--- config.mk ---
export PLATFORM = sky130hd
export DESIGN_NAME = crossing_decision_filter
export DESIGN_NICKNAME = d
export VERILOG_FILES = /design/src/rtl/crossing_decision_filter.sv
export SDC_FILE = /design/constraint.sdc
export NUM_CORES = 1
export LEC_CHECK = 0
export CORE_ASPECT_RATIO = 1.2
export CORE_MARGIN = 3
export CORE_UTILIZATION = 55
export DETAILED_ROUTE_END_ITERATION = 10
export PLACE_DENSITY = 0.85
export SKIP_CTS_REPAIR_TIMING = 1
export SLEW_MARGIN = 20
export SYNTH_ARGS = -nofsm -noshare
export SYNTH_HDL_FRONTEND = slang
export SYNTH_SLANG_ARGS = --single-unit
--- constraint.sdc ---
create_clock -name clk -period 2.5 [get_ports clk]
set_input_delay 0.5 -clock clk [delete_from_list [all_inputs] [get_ports clk]]
set_output_delay 0.5 -clock clk [all_outputs]
set_load 0.1 [all_outputs]
--- src/rtl/crossing_decision_filter.sv ---
// -----------------------------------------------------------------------------
// crossing_decision_filter
//
// Sequences frame captures for the zebra-crossing recogniser and filters its
// per-frame results into a stable crossing decision. Each frame is requested
// with a one-cycle capture_trigger pulse. The block then waits for
// detection_valid, or forces the frame to a miss on timeout. The frame's hit
// bit is pushed into an HISTORY_LEN-deep sliding window. crossing_confirmed
// follows the window vote with hysteresis (set at >= VOTE_THRESHOLD, clear
// below CLEAR_THRESHOLD).
//
// Ports:
//   clk, rst            clock, synchronous active-high reset
//   enable              run the capture/vote loop
//   capturing           detector busy; holds off the trigger pulse
//   capture_trigger     one-cycle frame capture request (registered)
//   detection_valid     one-cycle per-frame result strobe
//   crossing_detected   per-frame detector decision
//   stripe_count        per-frame stripe count
//   crossing_confirmed  filtered decision
//   confirm_valid       one-cycle pulse when the filter outputs update
//   vote_count          hits currently in the window
//   frames_evaluated    frames processed, saturating
//   timeout_error       sticky, set when any frame times out
//
// Optional feature, macro CROSSING_STATS_EN:
//   hit_frames          saturating count of hit frames
//   max_stripes         largest stripe_count accepted on a detection_valid
// -----------------------------------------------------------------------------
module crossing_decision_filter #(
  parameter int HISTORY_LEN      = 8,
  parameter int VOTE_THRESHOLD   = 5,
  parameter int CLEAR_THRESHOLD  = 3,
  parameter int MIN_STRIPES      = 4,
  parameter int TRIGGER_INTERVAL = 1000000,
  parameter int TIMEOUT_CYCLES   = 4000000
) (
  input  logic                               clk,
  input  logic                               rst,
  input  logic                               enable,
  input  logic                               capturing,
  output logic                               capture_trigger,
  input  logic                               detection_valid,
  input  logic                               crossing_detected,
  input  logic [7:0]                         stripe_count,
  output logic                               crossing_confirmed,
  output logic                               confirm_valid,
  output logic [$clog2(HISTORY_LEN+1)-1:0]   vote_count,
  output logic [15:0]                        frames_evaluated,
  output logic                               timeout_error
`ifdef CROSSING_STATS_EN
  ,
  output logic [15:0]                        hit_frames,
  output logic [7:0]                         max_stripes
`endif
);

  localparam int VW = $clog2(HISTORY_LEN + 1);
  localparam int TW = $clog2(TIMEOUT_CYCLES + 1);
  localparam int IW = $clog2(TRIGGER_INTERVAL + 1);

  localparam logic [TW-1:0] TO_LAST    = TW'(TIMEOUT_CYCLES - 1);
  localparam logic [TW-1:0] TO_ONE     = TW'(1);
  localparam logic [IW-1:0] IV_LAST    = IW'(TRIGGER_INTERVAL - 1);
  localparam logic [IW-1:0] IV_ONE     = IW'(1);
  localparam logic [VW-1:0] VOTE_SET   = VW'(VOTE_THRESHOLD);
  localparam logic [VW-1:0] VOTE_CLR   = VW'(CLEAR_THRESHOLD);
  localparam logic [7:0]    STRIPE_MIN = 8'(MIN_STRIPES);

  typedef enum logic [2:0] {
    IDLE          = 3'd0,
    TRIGGER       = 3'd1,
    WAIT_RESULT   = 3'd2,
    UPDATE        = 3'd3,
    WAIT_INTERVAL = 3'd4
  } state_t;

  state_t                 state_r;
  logic [HISTORY_LEN-1:0] history_r;
  logic [TW-1:0]          timeout_cnt_r;
  logic [IW-1:0]          interval_cnt_r;
  logic                   hit_r;

  logic                   frame_hit_s;
  logic [VW-1:0]          vote_next_s;
  logic                   confirm_next_s;

`ifdef CROSSING_STATS_EN
  logic [7:0]             stripe_r;
  logic                   stripe_seen_r;
`endif

  // Hit qualification of the incoming result and the vote/hysteresis outcome of the pending UPDATE
  always_comb begin
    frame_hit_s = crossing_detected && (stripe_count >= STRIPE_MIN);
    // Oldest bit leaves as the new hit enters; it is 0 until the window has filled.
    vote_next_s = vote_count + VW'(hit_r) - VW'(history_r[HISTORY_LEN-1]);
    if (vote_next_s >= VOTE_SET) begin
      confirm_next_s = 1'b1;
    end else if (vote_next_s < VOTE_CLR) begin
      confirm_next_s = 1'b0;
    end else begin
      confirm_next_s = crossing_confirmed;
    end
  end

  // Capture/vote sequencer: state, counters, history window and all registered outputs
  always_ff @(posedge clk) begin
    if (rst) begin
      state_r            <= IDLE;
      history_r          <= '0;
      timeout_cnt_r      <= '0;
      interval_cnt_r     <= '0;
      hit_r              <= 1'b0;
      capture_trigger    <= 1'b0;
      crossing_confirmed <= 1'b0;
      confirm_valid      <= 1'b0;
      vote_count         <= '0;
      frames_evaluated   <= 16'd0;
      timeout_error      <= 1'b0;
`ifdef CROSSING_STATS_EN
      stripe_r           <= 8'd0;
      stripe_seen_r      <= 1'b0;
      hit_frames         <= 16'd0;
      max_stripes        <= 8'd0;
`endif
    end else begin
      capture_trigger <= 1'b0;
      confirm_valid   <= 1'b0;
      case (state_r)
        IDLE: begin
          if (enable) begin
            state_r <= TRIGGER;
          end
        end
        TRIGGER: begin
          // Retry every cycle until the detector is free.
          if (!capturing) begin
            capture_trigger <= 1'b1;
            timeout_cnt_r   <= '0;
            state_r         <= WAIT_RESULT;
          end
        end
        WAIT_RESULT: begin
          timeout_cnt_r <= timeout_cnt_r + TO_ONE;
          // A result arriving in the timeout cycle takes priority over the timeout.
          if (detection_valid) begin
            hit_r   <= frame_hit_s;
            state_r <= UPDATE;
`ifdef CROSSING_STATS_EN
            stripe_r      <= stripe_count;
            stripe_seen_r <= 1'b1;
`endif
          end else if (timeout_cnt_r == TO_LAST) begin
            hit_r         <= 1'b0;
            timeout_error <= 1'b1;
            state_r       <= UPDATE;
`ifdef CROSSING_STATS_EN
            stripe_seen_r <= 1'b0;
`endif
          end
        end
        UPDATE: begin
          history_r          <= {history_r[HISTORY_LEN-2:0], hit_r};
          vote_count         <= vote_next_s;
          crossing_confirmed <= confirm_next_s;
          confirm_valid      <= 1'b1;
          if (frames_evaluated != 16'hFFFF) begin
            frames_evaluated <= frames_evaluated + 16'd1;
          end
`ifdef CROSSING_STATS_EN
          if (hit_r && (hit_frames != 16'hFFFF)) begin
            hit_frames <= hit_frames + 16'd1;
          end
          if (stripe_seen_r && (stripe_r > max_stripes)) begin
            max_stripes <= stripe_r;
          end
`endif
          interval_cnt_r <= '0;
          state_r        <= enable ? WAIT_INTERVAL : IDLE;
        end
        WAIT_INTERVAL: begin
          if (!enable) begin
            interval_cnt_r <= '0;
            state_r        <= IDLE;
          end else if (interval_cnt_r == IV_LAST) begin
            interval_cnt_r <= '0;
            state_r        <= TRIGGER;
          end else begin
            interval_cnt_r <= interval_cnt_r + IV_ONE;
          end
        end
        default: begin
          state_r <= IDLE;
        end
      endcase
    end
  end

endmodule

-- Yosys cells after proc, flatten, opt, wreduce, memory -nomap -nowiden
Index checks and enable logic that the tools add are counted.
W data, S select, Z words.
- reduce and logical (&&, ||, !) cells: 13
- $add $sub $neg: 5
- equal/unequal tests: 11
- muxes and demuxes: 19
- $lt $le $gt $ge: 3
- bitwise gates (word level): 2
- operator list (operator ; number):
    $pmux W22 S2 ; 1
    $mux W20 ; 2
    $pmux W20 S2 ; 1
    $add A22 B1 Y22 const B ; 1
    $eq A22 B22 Y1 const B ; 1
    $mux W22 ; 1
    $mux W3 ; 7
    $add A20 B1 Y20 const B ; 1
    $eq A20 B20 Y1 const B ; 1
    $add A16 B1 Y16 const B ; 1
    $ne A16 B16 Y1 const B ; 1
    $pmux W3 S5 ; 1
    $ge A8 B3 Y1 const B ; 1
    $reduce_and A2 Y1 ; 4
    $reduce_bool A2 Y1 ; 4
    $eq A3 B2 Y1 const B ; 2
    $mux W1 ; 6
    $ne A3 B3 Y1 const B ; 2
    $add A4 B1 Y4 ; 1
    $ge A4 B3 Y1 const B ; 1
    $lt A4 B2 Y1 const B ; 1
    $ne A2 B2 Y1 const B ; 2
    $reduce_and A4 Y1 ; 1
    $sub A4 B1 Y4 ; 1
    7 further kinds ; 8
- bits in registers: 78
- input bits: 14
- output and inout bits: 24

-- Depth between registers and ports, before layout
Gate-level depths: netlist (run 1).
- word-level depth: 5
- mapped depth: 9
- depth with buffers taken out: 9

-- Least setup slack after synthesis (run 1)
OpenSTA, ideal clock, no wires.
- path kind: register to register
- from: reg frames_evaluated[0]
- to: reg frames_evaluated[14]
- clock period less this slack: 2627 ps
- required time: 2430 ps
- arrival: 2557 ps
- stages on the path, launching flop included: 6
- slack: -127 ps
- cell sequence: dfxtp_1 ha_1 nand2_1 or4b_2 or4_1 a21oi_1
- word-level cells in the longest chain between the ends: 2
- elaborated cells between the ends (all ways): 3
- those cells by class: add/sub (1); eq/ne (1); reduce/logical (1)
- ends and longest elaborated chain (element ; line ; source):
    from (decl) ; 49 ; output logic [15:0] frames_evaluated,
    from (signal assigned) ; 169 ; frames_evaluated <= frames_evaluated + 16'd1;
    parallel branches: the longest is 2 deep, another holds $add A16 B1 Y16 ; n/a ;
Parallel ways; which one is timed is not known.
A chain may end at the register's enable or synchronous reset.

-- Worst setup path after layout (run 1)
- from: reg state_r[1]
- to: reg timeout_cnt_r[17]
- word-level cells in the longest chain between the ends: 3
- elaborated cells between the ends (all ways): 6
- those cells by class: eq/ne (3); mux (1); reduce/logical (2)
- ends and longest elaborated chain (element ; line ; source):
    from (decl) ; 78 ; state_t state_r;
    from (signal assigned) ; 180 ; state_r <= enable ? WAIT_INTERVAL : IDLE;
    $eq A3 B1 Y1 or $eq A3 B2 Y1 (tied branches) ; 130 ; case (state_r)
    $ne A2 B2 Y1 (no source line) or $reduce_bool A2 Y1 (tied branches) ; n/a ;
    $reduce_and A2 Y1 (no source line) ; n/a ;
    to (signal assigned) ; 145 ; timeout_cnt_r <= timeout_cnt_r + TO_ONE;
    to (decl) ; 80 ; logic [TW-1:0] timeout_cnt_r;
Parallel ways exist; a longest one is shown, timed or not.

==> flow_metrics.tcl, run 1 <==
set metrics [dict create \
    grt_usage_pct 22.6 \
    place.gp.congestion 0.821 \
    synth-edff-count 0 \
    instances_no_fill 608 \
    critPathRequiredTime_ns 2.78 \
    hold_viol 0 \
    final_common_cell "dfxtp_1" \
    dr.first_iter.drc_count 189 \
    syn_to_final_growth_pct 14.1 \
    clockBufferDepth 2 \
    slowest_stage "or4_4" \
    cp_max_fo 12 \
    io_pins 38 \
    reg2reg_slack_ns 0.24 \
    async_flop_share_pct 0 \
    drt_wl_total_um 9620 \
    r2r-start "state_r[1]" \
    fp-row-count 33 \
    ys_ff_latch 78 \
    peakVddDrop_uv 364 \
    min-delay-start "history_r[2]" \
    slew_viol_final 0 \
    grt_start_max_net_pins 27 \
    rsz0062_at_grt "false" \
    yosysSeqAreaShare_pct 38.1 \
    finClkSkew_ns 0.00603 \
    place_inst 592 \
    synth_area_um2 4100 \
    dpl.hpwl_um 6710 \
    yosysUniqueCellTypes 58 \
    critical_path.max_stage_delay_ns 0.61 \
    start_util_pct 58.4 \
    synth.net_count 508 \
    wl_per_cell_um 15.8 \
    tns_ns 0 \
    power_per_cell_area_nw_per_um2 512 \
    grt_remaining_overflow 0 \
    power.leakage_uw 0.00153 \
    max-slew-margin-rel_pct 32.5 \
    mostFrequentLayoutCells "dfxtp_1 (71), nand2_1 (59), a21oi_1 (42), buf_4 (40), nor2_1 (27)" \
    cts_tree "yes" \
    synthFlopType "dfxtp_1" \
    clkSinkCount 78 \
    r2r_end "timeout_cnt_r[17]" \
    grt_pass1_wl_um 16100 \
    grt_pass1_vias 3671 \
    drtPass1Iterations 5 \
    htree_levels 3 \
    clkSlewWorstSetupHoldPaths_ns 0.08 \
    clock_latency_ns 0.35 \
    antenna_found_initial 0 \
    multi_input_area_um2 2360 \
    dr_total_vias 3916 \
    status "finished clean" \
    fp.dieW_um 84.8 \
    antennaDiodeCount 0 \
    worstMarginPinSlew_ns 1.01 \
    die_h_um 101 \
    finalCritPeriodShare_pct 90.5 \
    cts_root_buffer "clkbuf_8" \
    drv_cap 0 \
    end_kind "flip-flop" \
    drive_gt1_share_pct 15.9 \
    drc 0 \
    ant_nets 0 \
    nNetsFinal 538 \
    setup_viol 0 \
    fin_crit_ns 2.26 \
    avgSynthCellArea_um2 8.44 \
    hold_class "flip-flop to flip-flop" \
    critical_path_arrival_ns 2.55 \
    start_kind "flip-flop" \
    avgViaCountPerCell 6.44 \
    fill_cells 592 \
    fmax_ghz 0.442 \
    reg2regPathDepth 4 \
    cts_buffers 9 \
    hold_path_end "history_r[3]" \
    dieArea_um2 8540 \
    syn_inst 486 \
    worstSetupPathType "flip-flop to flip-flop" \
    cp_cell_sequence "or3b_4 > or4_4 > or4_1 > a21oi_1" \
    yosys_warnings 0 \
    hold_path_depth 2 \
    numPortBuffers 35 \
    core-area_um2 7020 \
    register_area_um2 1570 \
]
where the power goes:
part | switching (uW) | internal, uW | total, uW | leakage [uW]
clock network | 478 | 454 | 932 | 0.0000948
logic | 125 | 70.0 | 195 | 0.000807
registers | 19.3 | 1250 | 1270 | 0.000632
cell type report:
cell class                 instances  area share [%]
clock inverter                     7            1.39
timing repair buffer              51            8.66
inverter                          13            1.04
tap                               87            2.33
clock buffer                       9            2.65
sequential                        78            33.6
multi-input combinational        363            50.4
critical path, delay by kind of cell, from the launching register on:
kind / cells / cell delay, ns
AOI/OAI and AO/OA: 1 / 0.15
DFF: 1 / 0.53
and+or+nand+nor: 3 / 1.53
registers in the layout (all words and copies together) (netlist names):
name / flops
timeout_cnt_r: 22
frames_evaluated: 16
confirm_valid: 1
state_r: 3
history_r: 8
interval_cnt_r: 20
capture_trigger: 1
vote_count: 4
timeout_error: 1
hit_r: 1
crossing_confirmed: 1
metrics by stage:
stage / setup slack, ns / cell area, um^2 / hold WS, ns / utilization, % / power (uW)
2_1_floorplan: 0.0189 / 4110 / 0.432 / - / 1430
4_1_cts: 0.223 / 4680 / 0.460 / 66.7 / 2400
5_1_grt: 0.101 / 4680 / 0.480 / 66.7 / 2470
6_report: 0.237 / 4680 / 0.460 / 66.7 / 2400
3_5_place_dp: 0.250 / 4490 / 0.447 / 64.0 / 1490
3_3_place_gp: 0.285 / 4490 / 0.436 / 64.0 / 1490
per-layer routing:
layer,global-route usage [%],up-vias,part of all wire [%]
met5,0,-,0
met1,28.0,1885,45
met2,39.2,90,50
met3,3.03,13,3.4
li1,-,1928,-
met4,10.1,0,1.6
cells in the mapped netlist, types with 10 or more instances:
cell type	instances	area, um^2
nand2_1	59	221
o31ai_1	15	113
dfxtp_1	78	1560
nand4_1	12	75.1
nor2_1	27	101
clkbuf_1	22	82.6
a21oi_1	42	210
o21ai_0	10	50.1
or4_1	19	143
nand3_1	18	90.1
a221oi_1	12	105
a211oi_1	10	75.1
inv_1	12	45.0
kinds of logic (layout without fill, tap and decap cells):
group	after synthesis	count (layout)	synth area share [%]
AND/OR/NAND/NOR	207	207	28.3
AO/OA/AOI/OAI	129	129	21.4
flip-flops	78	78	38.1
buffers and inverters	45	80	4.60
multiplexers	11	11	2.96
adder cells (fa/ha/maj)	8	8	2.62
XOR/XNOR	8	8	2.04
how the worst max path moves through the flow:
stage	to	slack (ns)	startpoint	cells past startpoint
after floorplan	frames_evaluated[15]	0.02	frames_evaluated[7]	5
after global placement	timeout_cnt_r[10]	0.29	capturing	6
after detailed placement	timeout_cnt_r[10]	0.25	capturing	6
after CTS	timeout_cnt_r[17]	0.22	state_r[1]	4
after global routing	interval_cnt_r[19]	0.10	interval_cnt_r[0]	6
final	timeout_cnt_r[17]	0.24	state_r[1]	4
(Power assumes the default switching activity.)
==> run 2: changes to the inputs <==
--- a/config.mk
+++ b/config.mk
@@ -5,11 +5,13 @@
 export SDC_FILE = /design/constraint.sdc
 export NUM_CORES = 1
 export LEC_CHECK = 0
+export CELL_PAD_IN_SITES_DETAIL_PLACEMENT = 1
+export CELL_PAD_IN_SITES_GLOBAL_PLACEMENT = 1
 export CORE_ASPECT_RATIO = 1.2
 export CORE_MARGIN = 3
-export CORE_UTILIZATION = 55
+export CORE_UTILIZATION = 43
 export DETAILED_ROUTE_END_ITERATION = 10
-export PLACE_DENSITY = 0.85
+export PLACE_DENSITY = 0.87
 export SKIP_CTS_REPAIR_TIMING = 1
 export SLEW_MARGIN = 20
 export SYNTH_ARGS = -nofsm -noshare
==> run 2 against run 1 <==
Effect of this change:
- fmax grew 1.6%
- non-clock buffer count grew 1
- global-route usage shrank 1.3 points
- register-to-register slack gained 0.04 ns
- combinational power grew 6%
- critical path type unchanged
- largest cell class unchanged
- highest routed layer unchanged
==> flow_metrics.tcl, run 2 (same netlist as run 1, synthesis figures left out) <==
set metrics [dict create \
    status "finished clean" \
    critPathRequiredTime_ns 2.76 \
    grt_usage_pct 21.3 \
    p_total_uw 2360 \
    reg2regPathDepth 4 \
    worstMarginPinSlew_ns 0.939 \
    power.leakage_uw 0.00153 \
    core-area_um2 9180 \
    reg2reg_slack_ns 0.27 \
    drv_cap 0 \
    syn_to_final_growth_pct 15.1 \
    setup_viol 0 \
    clockBufferDepth 2 \
    dr_total_vias 3962 \
    slew_viol_final 0 \
    clkSlewWorstSetupHoldPaths_ns 0.09 \
    finClkSkew_ns 0.0123 \
    start_util_pct 44.7 \
    grt_remaining_overflow 0 \
    clkSinkCount 78 \
    cts_root_buffer "clkbuf_8" \
    ant_nets 0 \
    peakVddDrop_uv 206 \
    critical_path_arrival_ns 2.48 \
    die_h_um 113 \
    clock_latency_ns 0.37 \
    place.gp.congestion 0.824 \
    fp.dieW_um 95.2 \
    r2r_end "interval_cnt_r[19]" \
    grt_pass1_wl_um 18600 \
    reg_top3 "timeout_cnt_r x22, interval_cnt_r x20, frames_evaluated x16" \
    dieArea_um2 10800 \
    drive_gt1_share_pct 16.1 \
    worstSetupPathType "flip-flop to flip-flop" \
    fill_cells 1090 \
    place_inst 626 \
    regMostFlops "timeout_cnt_r" \
    fp-row-count 38 \
    fin_crit_ns 2.23 \
    hold_viol 0 \
    start_kind "flip-flop" \
    drtPass1Iterations 4 \
    hold_path_end "history_r[0]" \
    r2r-start "state_r[2]" \
    cts_buffers 9 \
    nNetsFinal 539 \
    instances_no_fill 642 \
    hold_class "flip-flop to flip-flop" \
    tns_ns 0 \
    hold-worst-slack_ns 0.459 \
    grt_pass1_vias 3954 \
    fmax_ghz 0.449 \
    end_kind "flip-flop" \
    avgViaCountPerCell 6.17 \
    power_per_cell_area_nw_per_um2 500 \
    antenna_found_initial 0 \
    highest_layer "met4" \
    htree_levels 3 \
    min-delay-start "hit_r" \
    cp_max_fo 11 \
    met3_length_um 452 \
    finalCritPeriodShare_pct 89.0 \
    wl_per_cell_um 17.3 \
    final_common_cell "dfxtp_1" \
    rsz0062_at_grt "false" \
    drt_wl_total_um 11100 \
    numPortBuffers 35 \
    mostFrequentLayoutCells "dfxtp_1 (71), nand2_1 (59), a21oi_1 (42), buf_4 (41), nor2_1 (27)" \
    hold_path_depth 2 \
    dpl.hpwl_um 7880 \
    max-slew-margin-rel_pct 36.9 \
    antennaDiodeCount 0 \
    dr.first_iter.drc_count 205 \
    wl_met1_um 4820 \
    drc 0 \
    largest_reg_flops 22 \
    io_pins 38 \
    grt_start_max_net_pins 38 \
    cts_tree "yes" \
    met2_length_um 5620 \
]
## run 2: changes by cell type in the layout (fill, tap and decap cells not counted), sizes merged
cell and delta:
buf +1, clkinvlp +1, bufinv -1, inv +2, clkinv -2
## run 2: power breakdown
group          internal (uW)  switching, uW  total (uW)
registers               1250           16.3        1270
logic                   72.7            133         206
clock network            370            515         885
## run 2: how the worst max path moves through the flow
stage	start	end	slack (ns)	cells past startpoint
2_1_floorplan	frames_evaluated[7]	frames_evaluated[15]	0.02	5
3_3_place_gp	capturing	timeout_cnt_r[10]	0.27	6
3_5_place_dp	capturing	timeout_cnt_r[19]	0.26	6
4_1_cts	state_r[2]	interval_cnt_r[19]	0.28	4
5_1_grt	state_r[2]	interval_cnt_r[10]	0.15	4
6_report	state_r[2]	interval_cnt_r[19]	0.27	4
## run 2: layer usage
metal / GRT usage (%) / up-vias
li1: - / 1925
met1: 25.5 / 1945
met2: 36.4 / 76
met3: 4.99 / 16
met4: 8.08 / 0
met5: 0 / -
## run 2: critical path, stage by stage, from the launching register on
cell      delay, ns
dfxtp_1        0.52
or3b_1         0.49
a21o_1         0.23
or4b_2         0.61
a221oi_1       0.28
## run 2: metrics by stage
stage | cell area, um^2 | setup WS (ns) | utilization [%]
after detailed placement | 4540 | 0.261 | 49.5
after global routing | 4720 | 0.153 | 51.4
after CTS | 4720 | 0.282 | 51.4
after floorplan | 4110 | 0.0189 | -
after global placement | 4540 | 0.273 | 49.5
final | 4720 | 0.274 | 51.4
## run 2: area by class of cell
type | count | area (um^2) | share of cell area, %
clock buffer | 9 | 124 | 2.62
clock inverter | 7 | 57.6 | 1.22
inverter | 13 | 48.8 | 1.03
multi-input combinational | 363 | 2360 | 49.9
sequential | 78 | 1570 | 33.3
tap | 120 | 150 | 3.18
timing repair buffer | 52 | 413 | 8.75
